<file path="src/rtl/shadowmask_loader.sv">
// shadowmask_loader: fetches a mask image (header + LUT rows) from a
// 1-cycle-latency pattern memory and replays it to the shadow-mask block
// as a tear-free command stream: disable, vmax, hmax, LUT words, enable.
// Optional feature macro: SHADOWMASK_LOADER_VBLANK_SYNC_EN holds the load
// in WAIT_VB until a rising edge of vs_in.
module shadowmask_loader (
  input  logic        clk_sys,
  input  logic        reset_n,
  input  logic        start,
  input  logic [2:0]  mask_sel,
  input  logic [2:0]  mode,
  input  logic        vs_in,
  output logic [11:0] mem_addr,
  input  logic [15:0] mem_rdata,
  output logic        cmd_wr,
  output logic [15:0] cmd_in,
  output logic        busy,
  output logic        done
);

  // Each state is named after the command word present on cmd_in in it.
  typedef enum logic [3:0] {
    S_IDLE,
`ifdef SHADOWMASK_LOADER_VBLANK_SYNC_EN
    S_WAIT_VB,
`endif
    S_HDR,
    S_CTRL0,
    S_VMAX,
    S_HMAX,
    S_LUT,
    S_CTRL1,
    S_DONE
  } state_t;

  state_t      state_q, state_d;
  logic [2:0]  sel_q, sel_d;
  logic [8:0]  off_q, off_d;     // word offset inside the slot, 0..256
  logic [8:0]  cnt_q, cnt_d;     // LUT words issued; 9 bits so 256 fits
  logic        cmd_wr_q, cmd_wr_d;
  logic [15:0] cmd_in_q, cmd_in_d;
  logic        busy_q, busy_d;
  logic        done_q, done_d;
  logic [2:0]  mode_q, mode_d;
  logic [3:0]  vmax_q, vmax_d;
  logic [3:0]  hmax_q, hmax_d;

  logic [4:0]  rows;
  logic [8:0]  n_entries;
  logic [8:0]  off_inc;
  logic [15:0] lut_word;
  logic        vs_rise;

`ifdef SHADOWMASK_LOADER_VBLANK_SYNC_EN
  logic vs_prev_q;
  assign vs_rise = vs_in & ~vs_prev_q;
`else
  assign vs_rise = 1'b0;
`endif

  // Whole 16-entry rows keep the consumer's auto-increment index on {v,h}.
  assign rows      = {1'b0, vmax_q} + 5'd1;
  assign n_entries = {rows, 4'b0000};
  // Address stops at base+N so nothing past the image is ever read.
  assign off_inc   = (off_q < n_entries) ? off_q + 9'd1 : off_q;
  assign lut_word  = {3'b011, 2'b00, mem_rdata[10:0]};

  logic unused_ok;
  assign unused_ok = &{1'b0, mem_rdata[15:11], vs_rise, vs_in};

  // Next-state and registered-output computation.
  always_comb begin
    state_d  = state_q;
    sel_d    = sel_q;
    off_d    = off_q;
    cnt_d    = cnt_q;
    cmd_wr_d = 1'b0;
    cmd_in_d = cmd_in_q;
    busy_d   = busy_q;
    done_d   = 1'b0;
    mode_d   = mode_q;
    vmax_d   = vmax_q;
    hmax_d   = hmax_q;
    case (state_q)
      S_IDLE: begin
        if (start) begin
          sel_d  = mask_sel;
          mode_d = mode;
          off_d  = 9'd0;
          cnt_d  = 9'd0;
          busy_d = 1'b1;
`ifdef SHADOWMASK_LOADER_VBLANK_SYNC_EN
          state_d = S_WAIT_VB;
`else
          state_d = S_HDR;
`endif
        end
      end
`ifdef SHADOWMASK_LOADER_VBLANK_SYNC_EN
      S_WAIT_VB: begin
        if (vs_rise) state_d = S_HDR;
      end
`endif
      S_HDR: begin
        cmd_wr_d = 1'b1;
        cmd_in_d = 16'h0000;
        state_d  = S_CTRL0;
      end
      S_CTRL0: begin
        vmax_d   = mem_rdata[7:4];
        hmax_d   = mem_rdata[3:0];
        cmd_wr_d = 1'b1;
        cmd_in_d = {3'b001, 9'b0, mem_rdata[7:4]};
        off_d    = off_inc;
        state_d  = S_VMAX;
      end
      S_VMAX: begin
        cmd_wr_d = 1'b1;
        cmd_in_d = {3'b010, 9'b0, hmax_q};
        off_d    = off_inc;
        state_d  = S_HMAX;
      end
      S_HMAX: begin
        cmd_wr_d = 1'b1;
        cmd_in_d = lut_word;
        cnt_d    = 9'd1;
        off_d    = off_inc;
        state_d  = S_LUT;
      end
      S_LUT: begin
        cmd_wr_d = 1'b1;
        off_d    = off_inc;
        if (cnt_q == n_entries) begin
          cmd_in_d = {3'b000, 9'b0, mode_q, 1'b0};
          state_d  = S_CTRL1;
        end else begin
          cmd_in_d = lut_word;
          cnt_d    = cnt_q + 9'd1;
        end
      end
      S_CTRL1: begin
        busy_d  = 1'b0;
        done_d  = 1'b1;
        state_d = S_DONE;
      end
      S_DONE: begin
        state_d = S_IDLE;
      end
      default: begin
        state_d = S_IDLE;
        busy_d  = 1'b0;
      end
    endcase
  end

  // Control and output registers with synchronous active-low reset.
  always_ff @(posedge clk_sys) begin
    if (!reset_n) begin
      state_q  <= S_IDLE;
      sel_q    <= 3'd0;
      off_q    <= 9'd0;
      cnt_q    <= 9'd0;
      cmd_wr_q <= 1'b0;
      cmd_in_q <= 16'h0000;
      busy_q   <= 1'b0;
      done_q   <= 1'b0;
    end else begin
      state_q  <= state_d;
      sel_q    <= sel_d;
      off_q    <= off_d;
      cnt_q    <= cnt_d;
      cmd_wr_q <= cmd_wr_d;
      cmd_in_q <= cmd_in_d;
      busy_q   <= busy_d;
      done_q   <= done_d;
    end
  end

  // Captured mode and header fields; only read after being loaded.
  always_ff @(posedge clk_sys) begin
    mode_q <= mode_d;
    vmax_q <= vmax_d;
    hmax_q <= hmax_d;
  end

`ifdef SHADOWMASK_LOADER_VBLANK_SYNC_EN
  // Previous vs_in, tracked in every state so an edge is never missed.
  always_ff @(posedge clk_sys) begin
    if (!reset_n) vs_prev_q <= 1'b0;
    else          vs_prev_q <= vs_in;
  end
`endif

  assign mem_addr = {sel_q, off_q};
  assign cmd_wr   = cmd_wr_q;
  assign cmd_in   = cmd_in_q;
  assign busy     = busy_q;
  assign done     = done_q;

endmodule
</file>
<file path="config.mk">
export PLATFORM = sky130hd
export DESIGN_NAME = shadowmask_loader
export DESIGN_NICKNAME = d
export VERILOG_FILES = /design/src/rtl/shadowmask_loader.sv
export SDC_FILE = /design/constraint.sdc
export NUM_CORES = 1
export LEC_CHECK = 0
export ABC_AREA = 1
export BUFFER_PORTS_ARGS = -buffer_cell sky130_fd_sc_hd__buf_2
export CAP_MARGIN = 20
export CORE_MARGIN = 2
export CORE_UTILIZATION = 55
export DETAILED_ROUTE_END_ITERATION = 16
export GPL_TIMING_DRIVEN = 0
export PLACE_DENSITY = 0.83
export SLEW_MARGIN = 15
export SYNTH_ARGS = -nofsm -noshare
export SYNTH_HDL_FRONTEND = slang
export SYNTH_SLANG_ARGS = --single-unit
</file>
<file path="constraint.sdc">
create_clock -name clk_sys -period 3.5 [get_ports clk_sys]
set_clock_uncertainty 0.1 [all_clocks]
set_input_delay 0 -clock clk_sys [delete_from_list [all_inputs] [get_ports clk_sys]]
set_output_delay 0 -clock clk_sys [all_outputs]
set_load 0.02 [all_outputs]
</file>
Yosys cells after proc, flatten, opt, wreduce, memory -nomap -nowiden

Index checks and enable logic that the tools add are counted.
W data, S select, Z words.

Memories: 0
Logic and storage cells: 54
Register bits after elaboration: 55
Bits of input ports: 26
Output and inout port bits: 31
ROM bits: 0
Bits in writable memories: 0
Bits in latches: 0

Eq/ne operators: 12
$lt $le $gt $ge: 1
Shifts and indexed selects: 0
Multiplexer cells: 14
$mul: 0
Divide/modulo/power cells: 0
Bitwise operators: 1
Reduce and logical (&&, ||, !) cells: 12
Add/sub/neg operators: 3

Operator list:

| operator              | number |
|---|---|
| $pmux W16 S5          | 1 |
| $pmux W4 S7           | 1 |
| $mux W9               | 3 |
| $pmux W9 S3           | 1 |
| $add A9 B1 Y9 const B | 2 |
| $pmux W9 S2           | 1 |
| $eq A4 B3 Y1 const B  | 4 |
| $mux W15              | 1 |
| $eq A9 B9 Y1          | 1 |
| $lt A9 B9 Y1          | 1 |
| $eq A4 B2 Y1 const B  | 2 |
| $mux W4               | 2 |
| $ne A2 B2 Y1 const B  | 3 |
| $reduce_and A2 Y1     | 3 |
| $reduce_and A3 Y1     | 2 |
| $reduce_or A6 Y1      | 1 |
| $add A4 B1 Y5 const B | 1 |
| $reduce_bool A5 Y1    | 1 |
| $reduce_or A5 Y1      | 1 |
| $eq A4 B1 Y1 const B  | 1 |
| $logic_not A4 Y1      | 1 |
| $reduce_or A4 Y1      | 1 |
| $mux W1               | 3 |
| $reduce_bool A3 Y1    | 1 |
| 4 further kinds       | 4 |

Depth between registers and ports, before layout

Gate-level depths: netlist of the first run.

Depth after elaboration: 4
Depth in mapped cells: 16
Depth with buffers taken out: 16

Worst setup path after synthesis of the first run

Ideal clock, no wire load.

Path type: register to register
Start: register vmax_q[0]
End: register off_q[7]
Clock period less this slack: 2165 ps
Setup slack: 1335 ps
Stages on the path, launching flop included: 15
Arrival time: 1949 ps
Cells stage by stage: edfxtp_1 ha_1 nand2_1 nand2_2 ha_1 nand2_1 nor2_1 o21ai_0 o211ai_1 nand2_1 nand2_1 inv_2 nand2_1 o21ai_0 nor2_1

Longest elaborated chain between the ends: 4

Ends and longest elaborated chain:

| element                            | RTL line | text |
|---|---|---|
| from (decl)                        | 45       | `logic [3:0] vmax_q, vmax_d;` |
| from (signal assigned)             | 182      | `vmax_q <= vmax_d;` |
| $add A4 B1 Y5                      | 62       | `assign rows = {1'b0, vmax_q} + 5'd1;` |
| $lt A9 B9 Y1                       | 65       | `assign off_inc = (off_q < n_entries) ? off_q + 9'd1 : off_q;` |
| $ne A2 B1 Y1 (no source line)      | -        |  |
| $reduce_and A3 Y1 (no source line) | -        |  |
| to (signal assigned)               | 161      | `off_q <= 9'd0;` |
| to (signal assigned)               | 170      | `off_q <= off_d;` |
| to (decl)                          | 38       | `logic [8:0] off_q, off_d;` |

No other way between the ends.
A chain may end at the register's enable or synchronous reset.

Worst setup path after layout of the first run

Ends and elaborated chain as after synthesis.

==> run_results.csv, run 1 <==
group,metric,value,unit
logic_synthesis,async_reset_ff_frac,0,
timing,finalSetupTns,0,ns
logic_synthesis,synth_cells,350,
die,num_rows,25,
cts,clock_sinks,51,
critical_path,r2r_slack,1.05,ns
critical_path,cp.depth,14,
logic_synthesis,synthTopCellsByArea,"dfxtp_1 (31%), nand2_1 (14%), edfxtp_1 (13%), inv_1 (6.9%), nor2_1 (4.6%)",
timing,tightest_slew,0.546,ns
power,p_clk_frac,0.298,
power,cellPowerDensity,418,nW/um^2
critical_path,required,3.60,ns
global_route,grt_pass1_wl,9780,um
drt,first_iter_violations,140,
cts,cts_tree,"done",
critical_path,crit_family,"simple AND/OR/NAND/NOR gates",
drt,drc_errors,0,
logic_synthesis,synth-seq-cells,51,
logic_synthesis,ys_seq_area_frac,0.434,
critical_path,r2r-end,"off_q[7]",
critical_path,cpMaxStageDelayCell,"edfxtp_1",
critical_path,crit_end,"off_q[7]",
placement,place.port_buffers,47,
timing,finalMaxSlewViolations,0,
global_route,antenna_found_initial,0,
global_route,grt_max_degree,16,
timing,slew_headroom,0.636,
timing,fmax,409,MHz
die,num_io_pins,57,
die,dieArea,5300,um^2
drt,drt-pass1-iter-count,4,
critical_path,worst_ep_arrival_time,2.54,ns
critical_path,critPathCaptureType,"flip-flop",
drt,routed-via-count,2472,
final_layout,finalNonFillerCells,479,
critical_path,cp-startpoint,"vmax_q[0]",
global_route,grt_overflow,0,
critical_path,slowest_delay,0.51,ns
critical_path,rr_startpoint,"vmax_q[0]",
global_route,grt_use_total,0.234,
critical_path,cp_max_fo,8,
power,swShare,0.295,
timing,hold_violations,0,
final_layout,stdcell_area,3200,um^2
die,initial_core_util,0.563,
die,coreArea,4630,um^2
timing,setup_violations,0,
final_layout,nNetsFinal,458,
timing,fin_crit_sh,0.699,
placement,gp_congestion,0.855,
logic_synthesis,synth_warnings,0,
drt,routed_wl,5840,um
critical_path,start_kind,"flip-flop",
drt,ant_nets,0,
run_status,status,"finished, final reports clean",
placement,placed_area,2920,um^2
critical_path,critical_path_buf_inv_count,1,
logic_synthesis,avgSynthCellArea,7.44,um^2
cts,cts_resized,0,
die,die_x,72.8,um
cts,clk_path_buf_depth,2,
power,p_int,0.943,mW
final_layout,syn2layout_area_growth,23.0,%
placement,hpwl,4010,um
placement,post-place-cells,453,
timing,period_minus_slack,2.45,ns
logic_synthesis,synth_edf_count,11,
cts,clk_latency,0.29,ns
cts,cts.htree.levels,2,
logic_synthesis,yosysTopAreaCell,"dfxtp_1",
die,die_h,72.8,um
power,p_comb_frac,0.202,
cts,cts.clk_slew.worst_paths,0.09,ns
critical_path,crit_type,"reg -> reg",
power,p_leak,1.63,nW
final_layout,final_core_util,0.692,
hold_path,hold_path_class,"in -> reg",
power,ir_drop,0.309,mV
power,p_sw,0.395,mW
drt,wl_per_cell,12.2,um
logic_synthesis,ys.flop_type,"dfxtp_1",
power,seqPwrFrac,0.500,
final_layout,nFillCells,373,
flow_run,drv_cap,0,
final_layout,diodes,0,
timing,rsz0062_at_grt,"no",
logic_synthesis,synth_top_cell_area_share,0.307,
final_layout,layout-drive-gt1-share,0.188,
critical_path,crit_path_frequent_cell,"nand2_1",
logic_synthesis,ys_types,33,
cts,root_buffer,"clkbuf_8",
cts,numCtsBuffers,5,
global_route,grt_pass1_vias,2326,
critical_path,reg2reg_depth,14,
placement,post-place-ws,1.07,ns
drt,via_per_inst,5.16,
timing,worst_slack,1.05,ns
critical_path,path_cells,"ha_1 > nand2_1 > nand2_2 > ha_1 > nand2_1 > nor2_1 > o21ai_0 > o211ai_1 > nand2_1 > nand2_1 > inv_2 > nand2_1 > o21ai_0 > nor2_1",
logic_synthesis,syn_area,2600,um^2
==> worst min-delay path, stage by stage <==
cell,delay [ns]
buf_2,0.10
nor2_1,0.07
nor3b_1,0.20
==> metrics by stage <==
step | power, mW | hold WS (ns)
after global placement | 0.923 | 0.0780
after floorplan | 0.854 | -0.00113
final | 1.34 | 0.0251
after CTS | 1.34 | 0.00209
after global routing | 1.40 | 0.0139
after detailed placement | 0.930 | 0.0787
==> cells by family (layout without fill, tap and decap cells) <==
| logic type | Yosys count | in the layout | synth area share |
|---|---|---|---|
| xor gates and xnor gates | 10 | 10 | 0.0336 |
| DFF | 51 | 51 | 0.434 |
| and+or+nand+nor | 176 | 176 | 0.297 |
| AOI/OAI and AO/OA | 40 | 40 | 0.0922 |
| buffers and inverters | 64 | 137 | 0.103 |
| adders and majority gates | 8 | 8 | 0.0384 |
| other | 1 | 3 | 0.00144 |
==> state kept, by name (all words and copies together) (netlist names), 3 cells and up <==
| signal | flops |
|---|---|
| cmd_in | 13 |
| cnt_q | 9 |
| off_q | 9 |
| hmax_q | 4 |
| vmax_q | 4 |
| mode_q | 3 |
| sel_q | 3 |
| state_q | 3 |
==> layout by cell type (no fill, tap or decap), types with 2 or more instances in the layout <==
cell | netlist | routed
nor2_2 | 2 | 2
xnor2_1 | 2 | 2
nor2_1 | 32 | 32
nor3_1 | 5 | 5
buf_2 | 4 | 51
nand2_2 | 6 | 6
inv_1 | 48 | 48
edfxtp_1 | 11 | 11
xor2_1 | 8 | 8
dlygate4sd3_1 | 0 | 18
conb_1 | 1 | 3
nand3b_1 | 2 | 2
nand2_1 | 96 | 96
ha_1 | 8 | 8
dfxtp_1 | 40 | 40
nand4_1 | 14 | 14
clkbuf_1 | 2 | 2
a21oi_1 | 19 | 19
a32oi_1 | 4 | 4
buf_4 | 4 | 4
clkbuf_8 | 0 | 5
o21ai_0 | 11 | 11
inv_2 | 5 | 5
nand3_1 | 15 | 15
==> synthesized netlist by cell type (6+ instances only) <==
| cell type | n |
|---|---|
| nand2_2 | 6 |
| a21oi_1 | 19 |
| nand3_1 | 15 |
| inv_1 | 48 |
| nand2_1 | 96 |
| xor2_1 | 8 |
| nand4_1 | 14 |
| o21ai_0 | 11 |
| edfxtp_1 | 11 |
| ha_1 | 8 |
| nor2_1 | 32 |
| dfxtp_1 | 40 |
==> metal layers <==
layer  GRT usage  part of all wire
met1       0.270              0.43
met4      0.0761             0.010
met2       0.424              0.50
met3      0.0566             0.061
met5           0                 0
==> worst min-delay path by stage <==
stage | start | to | cells after the start
floorplan | mem_rdata[0] | hmax_q[0] | 0
global placement | mode[1] | mode_q[1] | 1
detailed placement | mode[0] | mode_q[0] | 1
CTS | start | state_q[0] | 3
global route | start | state_q[0] | 3
finish | start | state_q[0] | 3
==> repair_timing <==
item,in CTS,in global routing
setup buffers,0,0
endpoints found under the hold margin,29,0
hold buffers,18,0
==> area by class of cell <==
cell class	instances	area, um^2	area share
Timing Repair Buffer	65	415	0.130
Sequential cell	51	1130	0.353
Inverter	53	199	0.0621
Tap cell	54	67.6	0.0211
Buffer	11	68.8	0.0215
Multi-Input combinational cell	237	1210	0.379
Clock inverter	3	38.8	0.0121
Clock buffer	5	68.8	0.0215
==> power by group through the flow <==
stage	Sequential [mW]	Clock, mW	Combinational (mW)
2_1_floorplan	0.703	0	0.151
3_3_place_gp	0.679	0	0.243
6_report	0.669	0.399	0.270
4_1_cts	0.667	0.404	0.266
3_5_place_dp	0.681	0	0.250
5_1_grt	0.672	0.428	0.299
Power figures use the tool's default switching activity.
==> run 2, diff against run 1 <==
--- a/config.mk
+++ b/config.mk
@@ -9,10 +9,10 @@
 export BUFFER_PORTS_ARGS = -buffer_cell sky130_fd_sc_hd__buf_2
 export CAP_MARGIN = 20
 export CORE_MARGIN = 2
-export CORE_UTILIZATION = 55
+export CORE_UTILIZATION = 49
 export DETAILED_ROUTE_END_ITERATION = 16
 export GPL_TIMING_DRIVEN = 0
-export PLACE_DENSITY = 0.83
+export PLACE_DENSITY = 0.78
 export SLEW_MARGIN = 15
 export SYNTH_ARGS = -nofsm -noshare
 export SYNTH_HDL_FRONTEND = slang
==> constraint.sdc (replaced) <==
create_clock -name clk_sys -period 2.2 [get_ports clk_sys]
set_clock_uncertainty 0.1 [all_clocks]
set_input_delay 0 -clock clk_sys [delete_from_list [all_inputs] [get_ports clk_sys]]
set_output_delay 0 -clock clk_sys [all_outputs]
set_load 0.02 [all_outputs]
==> run_results.csv, run 2 (synthesis gave the netlist of run 1 again) <==
group,metric,value,unit
critical_path,cp-startpoint,"vmax_q[0]",
hold_path,hold_path_class,"in -> reg",
die,num_rows,26,
placement,post-place-cells,469,
flow_run,drv_cap,0,
placement,place.port_buffers,47,
cts,root_buffer,"clkbuf_8",
critical_path,r2r-end,"off_q[7]",
timing,rsz0062_at_grt,"yes",
global_route,grt_overflow,0,
final_layout,final_cell_mix,"nand2_1 (87), buf_2 (51), inv_1 (48), dfxtp_1 (40), nor2_1 (32)",
die,die_x,76.9,um
final_layout,finalNonFillerCells,507,
global_route,grt_pass1_vias,2574,
run_status,status,"complete, but fails checks",
cts,clk_latency,0.31,ns
critical_path,r2r_slack,-0.02,ns
cts,cts.htree.levels,2,
critical_path,critPathCaptureType,"flip-flop",
drt,ant_nets,0,
power,ir_drop,0.526,mV
critical_path,cp_max_fo,8,
drt,via_per_inst,5.08,
global_route,grt_use_total,0.229,
cts,numCtsBuffers,5,
drt,wl_per_cell,12.9,um
critical_path,crit_end,"off_q[7]",
power,cellPowerDensity,645,nW/um^2
cts,cts.clk_slew.worst_paths,0.10,ns
critical_path,reg2reg_depth,14,
placement,gp_congestion,0.863,
die,coreArea,5110,um^2
critical_path,worst_ep_arrival_time,2.33,ns
global_route,grt_max_degree,17,
timing,finalMaxSlewViolations,0,
final_layout,final_common_cell,"nand2_1",
timing,fmax,451,MHz
timing,slew_headroom,0.655,
drt,drc_errors,0,
critical_path,required,2.31,ns
cts,cts_tree,"done",
die,initial_core_util,0.510,
final_layout,layout-drive-gt1-share,0.243,
drt,first_iter_violations,140,
drt,routed-via-count,2576,
cts,clock_sinks,51,
global_route,antenna_found_initial,0,
timing,period_minus_slack,2.22,ns
final_layout,nNetsFinal,470,
timing,worst_slack,-0.0183,ns
die,num_io_pins,57,
timing,finalSetupTns,-0.0183,ns
final_layout,largest_register_ffs,13,
cts,clk_path_buf_depth,2,
final_layout,syn2layout_area_growth,33.1,%
timing,hold_violations,0,
timing,fin_crit_sh,1.01,
final_layout,diodes,0,
run_status,violations,"negative setup slack",
critical_path,rr_startpoint,"vmax_q[0]",
timing,tightest_slew,0.518,ns
global_route,grt_pass1_wl,11100,um
timing,setup_violations,1,
critical_path,start_kind,"flip-flop",
drt,drt-pass1-iter-count,4,
drt,routed_wl,6540,um
critical_path,crit_type,"reg -> reg",
die,die_h,76.9,um
placement,hpwl,4070,um
die,dieArea,5920,um^2
power,p_leak,1.72,nW
==> run 2: per-layer routing <==
metal / track usage / share of wire
met1: 0.267 / 0.41
met2: 0.409 / 0.51
met3: 0.0412 / 0.052
met4: 0.100 / 0.024
met5: 0 / 0
==> run 2: how the worst min path moves through the flow <==
| stage | from | end | depth (start not counted) |
|---|---|---|---|
| after floorplan | mem_rdata[0] | hmax_q[0] | 0 |
| after global placement | mode[0] | mode_q[0] | 1 |
| after detailed placement | mode[2] | mode_q[2] | 1 |
| after CTS | mode[1] | mode_q[1] | 2 |
| after global routing | mode[2] | mode_q[2] | 2 |
| final | mode[0] | mode_q[0] | 2 |
==> run 2: worst max-delay path: stages (launching register included) <==
cell and delay [ns]:
edfxtp_1 0.48, buf_6 0.17, nand4_1 0.11, nand2_1 0.08, ha_1 0.27, nand2_1 0.09
nor2_1 0.05, o21ai_1 0.07, o211ai_1 0.12, nand2_1 0.13, nand2_4 0.11, inv_8 0.11
nand2_4 0.05, o21ai_2 0.14, nor2_1 0.04
==> run 2: report_power, final <==
group | leakage (nW) | switching (mW) | internal (mW) | total, mW
clock network | 0.0562 | 0.324 | 0.340 | 0.664
registers | 0.427 | 0.0459 | 1.02 | 1.06
logic | 1.24 | 0.316 | 0.190 | 0.507
==> run 2: cell type report <==
class	instances	area (um^2)
clock inverters	3	42.5
fillers	387	1640
inverters	53	206
multi-input cells	237	1320
clock buffers	5	68.8
flip-flops and latches	51	1130
well taps	70	87.6
plain buffers	11	72.6
repair buffers	77	537
==> run 2: stage by stage <==
step	hold slack (ns)	utilization	total power, mW	setup WS (ns)	instance area [um^2]
2_1_floorplan	-0.00113	-	1.36	0.0349	2610
3_3_place_gp	0.0783	0.575	1.47	-0.210	2940
3_5_place_dp	0.0786	0.575	1.48	-0.268	2940
4_1_cts	0.280	0.647	2.19	0.00393	3300
5_1_grt	0.304	0.679	2.34	-0.164	3470
6_report	0.296	0.679	2.23	-0.0183	3470
==> run 2: repair_timing <==
| item | 4_1_cts | 5_1_grt |
|---|---|---|
| endpoints found under the setup margin | 24 | 27 |
| cloned | 0 | 1 |
| hold endpoints to repair | 29 | 0 |
| gates resized for setup | 10 | 26 |
| pin swaps | 4 | 13 |
| hold buffers | 19 | 0 |
| setup buffers | 4 | 6 |
==> run 3, diff against run 2 <==
--- a/config.mk
+++ b/config.mk
@@ -12,6 +12,7 @@
 export CORE_UTILIZATION = 49
 export DETAILED_ROUTE_END_ITERATION = 16
 export GPL_TIMING_DRIVEN = 0
+export MAX_ROUTING_LAYER = met4
 export PLACE_DENSITY = 0.78
 export SLEW_MARGIN = 15
 export SYNTH_ARGS = -nofsm -noshare
==> run_results.csv, run 3 (synthesis gave the netlist of run 1 again) <==
group,metric,value,unit
global_route,grt_pass1_vias,2564,
critical_path,start_kind,"flip-flop",
die,die_h,76.9,um
die,num_rows,26,
final_layout,syn2layout_area_growth,33.1,%
global_route,grt_use_met2,0.409,
critical_path,critPathCaptureType,"flip-flop",
placement,place.port_buffers,47,
critical_path,cp.depth,15,
final_layout,final_cell_mix,"nand2_1 (87), buf_2 (51), inv_1 (48), dfxtp_1 (40), nor2_1 (32)",
power,ir_drop,0.526,mV
die,dieArea,5920,um^2
critical_path,path_cells,"buf_6 > nand3_2 > nand2_2 > nand2_1 > ha_1 > nand2_1 > nor2_1 > o21ai_1 > o211ai_1 > nand2_1 > nand2_4 > inv_8 > nand2_4 > o21ai_2 > nor2_1",
final_layout,nNetsFinal,470,
flow_run,drv_cap,0,
drt,via_per_inst,5.10,
drt,ant_nets,0,
die,num_io_pins,57,
timing,tightest_slew,0.519,ns
critical_path,reg2reg_depth,15,
drt,routed-via-count,2586,
drt,wl_per_cell,12.9,um
placement,gp_congestion,0.877,
final_layout,final_common_cell,"nand2_1",
drt,routed_wl,6530,um
critical_path,crit_family,"simple AND/OR/NAND/NOR gates",
timing,hold_violations,0,
hold_path,hold_depth,2,
critical_path,slowest_delay,0.46,ns
drt,drt-pass1-iter-count,4,
critical_path,critical_path_buf_inv_count,2,
final_layout,layout-drive-gt1-share,0.243,
power,p_leak,1.72,nW
global_route,grt_max_degree,17,
cts,clk_path_buf_depth,2,
timing,worst_slack,-0.00626,ns
critical_path,required,2.32,ns
critical_path,cp_max_fo,8,
power,power,2.24,mW
critical_path,cpMaxStageDelayCell,"edfxtp_1",
critical_path,crit_type,"reg -> reg",
critical_path,worst_ep_arrival_time,2.32,ns
drt,drc_errors,0,
power,cellPowerDensity,645,nW/um^2
timing,setup_violations,1,
timing,fmax,453,MHz
global_route,antenna_found_initial,0,
run_status,violations,"negative setup slack",
cts,clock_sinks,51,
timing,slew_headroom,0.654,
die,initial_core_util,0.510,
final_layout,largest_register_ffs,13,
global_route,grt_use_total,0.236,
cts,cts_tree,"done",
hold_path,hold_path_class,"in -> reg",
drt,first_iter_violations,147,
final_layout,diodes,0,
cts,root_buffer,"clkbuf_8",
global_route,grt.busiest_layer,"met2",
timing,finalMaxSlewViolations,0,
die,coreArea,5110,um^2
timing,period_minus_slack,2.21,ns
cts,numCtsBuffers,5,
die,die_x,76.9,um
global_route,grt_pass1_wl,11100,um
global_route,gr-usage-met1,0.271,
critical_path,crit_path_frequent_cell,"nand2_1",
cts,cts.htree.levels,2,
run_status,status,"complete, but fails checks",
timing,rsz0062_at_grt,"yes",
cts,cts.clk_slew.worst_paths,0.10,ns
global_route,grt_overflow,0,
global_route,use_met3,0.0388,
placement,post-place-ws,-0.268,ns
placement,hpwl,4070,um
timing,finalSetupTns,-0.00626,ns
cts,clk_latency,0.31,ns
timing,fin_crit_sh,1.00,
final_layout,final_core_util,0.679,
run 3: cell counts in the layout (fill, tap and decap cells not counted):
No cell type changed its count.
run 3: routing by layer:
metal,vias to the layer above,wire (um)
met5,-,0
met4,0,154
met3,21,346
met2,86,3340
met1,1188,2680
li1,1291,-
run 3: what timing repair did:
action / CTS / global route
hold endpoints to repair: 29 / 0
setup endpoints to repair: 24 / 27
gates cloned: 0 / 1
resized for setup: 10 / 26
hold buffers: 19 / 0
setup buffers: 4 / 6
pin swaps: 4 / 13
run 3: per-stage QoR:
| step | cells | cell area (um^2) | hold slack (ns) |
|---|---|---|---|
| 2_1_floorplan | 352 | 2610 | -0.00113 |
| 3_3_place_gp | 469 | 2940 | 0.0783 |
| 3_5_place_dp | 469 | 2940 | 0.0786 |
| 4_1_cts | 500 | 3300 | 0.280 |
| 5_1_grt | 507 | 3470 | 0.304 |
| 6_report | 507 | 3470 | 0.295 |
run 3: worst register-to-register path: stages, from the launching register on:
cell and delay, ns:
edfxtp_1 0.46, buf_6 0.15, nand3_2 0.07, nand2_2 0.09, nand2_1 0.06, ha_1 0.27
nand2_1 0.09, nor2_1 0.05, o21ai_1 0.07, o211ai_1 0.12, nand2_1 0.13, nand2_4 0.11
inv_8 0.11, nand2_4 0.05, o21ai_2 0.14, nor2_1 0.05
run 3: where the power goes:
group	switching, mW	internal (mW)	total (mW)
combinational	0.316	0.191	0.507
clock	0.326	0.340	0.665
sequential	0.0460	1.02	1.06
total	0.688	1.55	2.24
run 3: final timing paths:
path	start	endpoint	slack [ns]
hold reg to reg	busy	busy	0.39
hold / removal	mode[0]	mode_q[0]	0.29
setup reg to reg	vmax_q[0]	off_q[7]	-0.006
setup / recovery	vmax_q[0]	off_q[7]	-0.006
run 3: area by class of cell:
type | count | area [um^2]
Buffer | 11 | 72.6
Clock buffer | 5 | 68.8
Clock inverter | 3 | 42.5
Fill cell | 387 | 1640
Inverter | 53 | 206
Multi-Input combinational cell | 237 | 1320
Sequential cell | 51 | 1130
Tap cell | 70 | 87.6
Timing Repair Buffer | 77 | 537
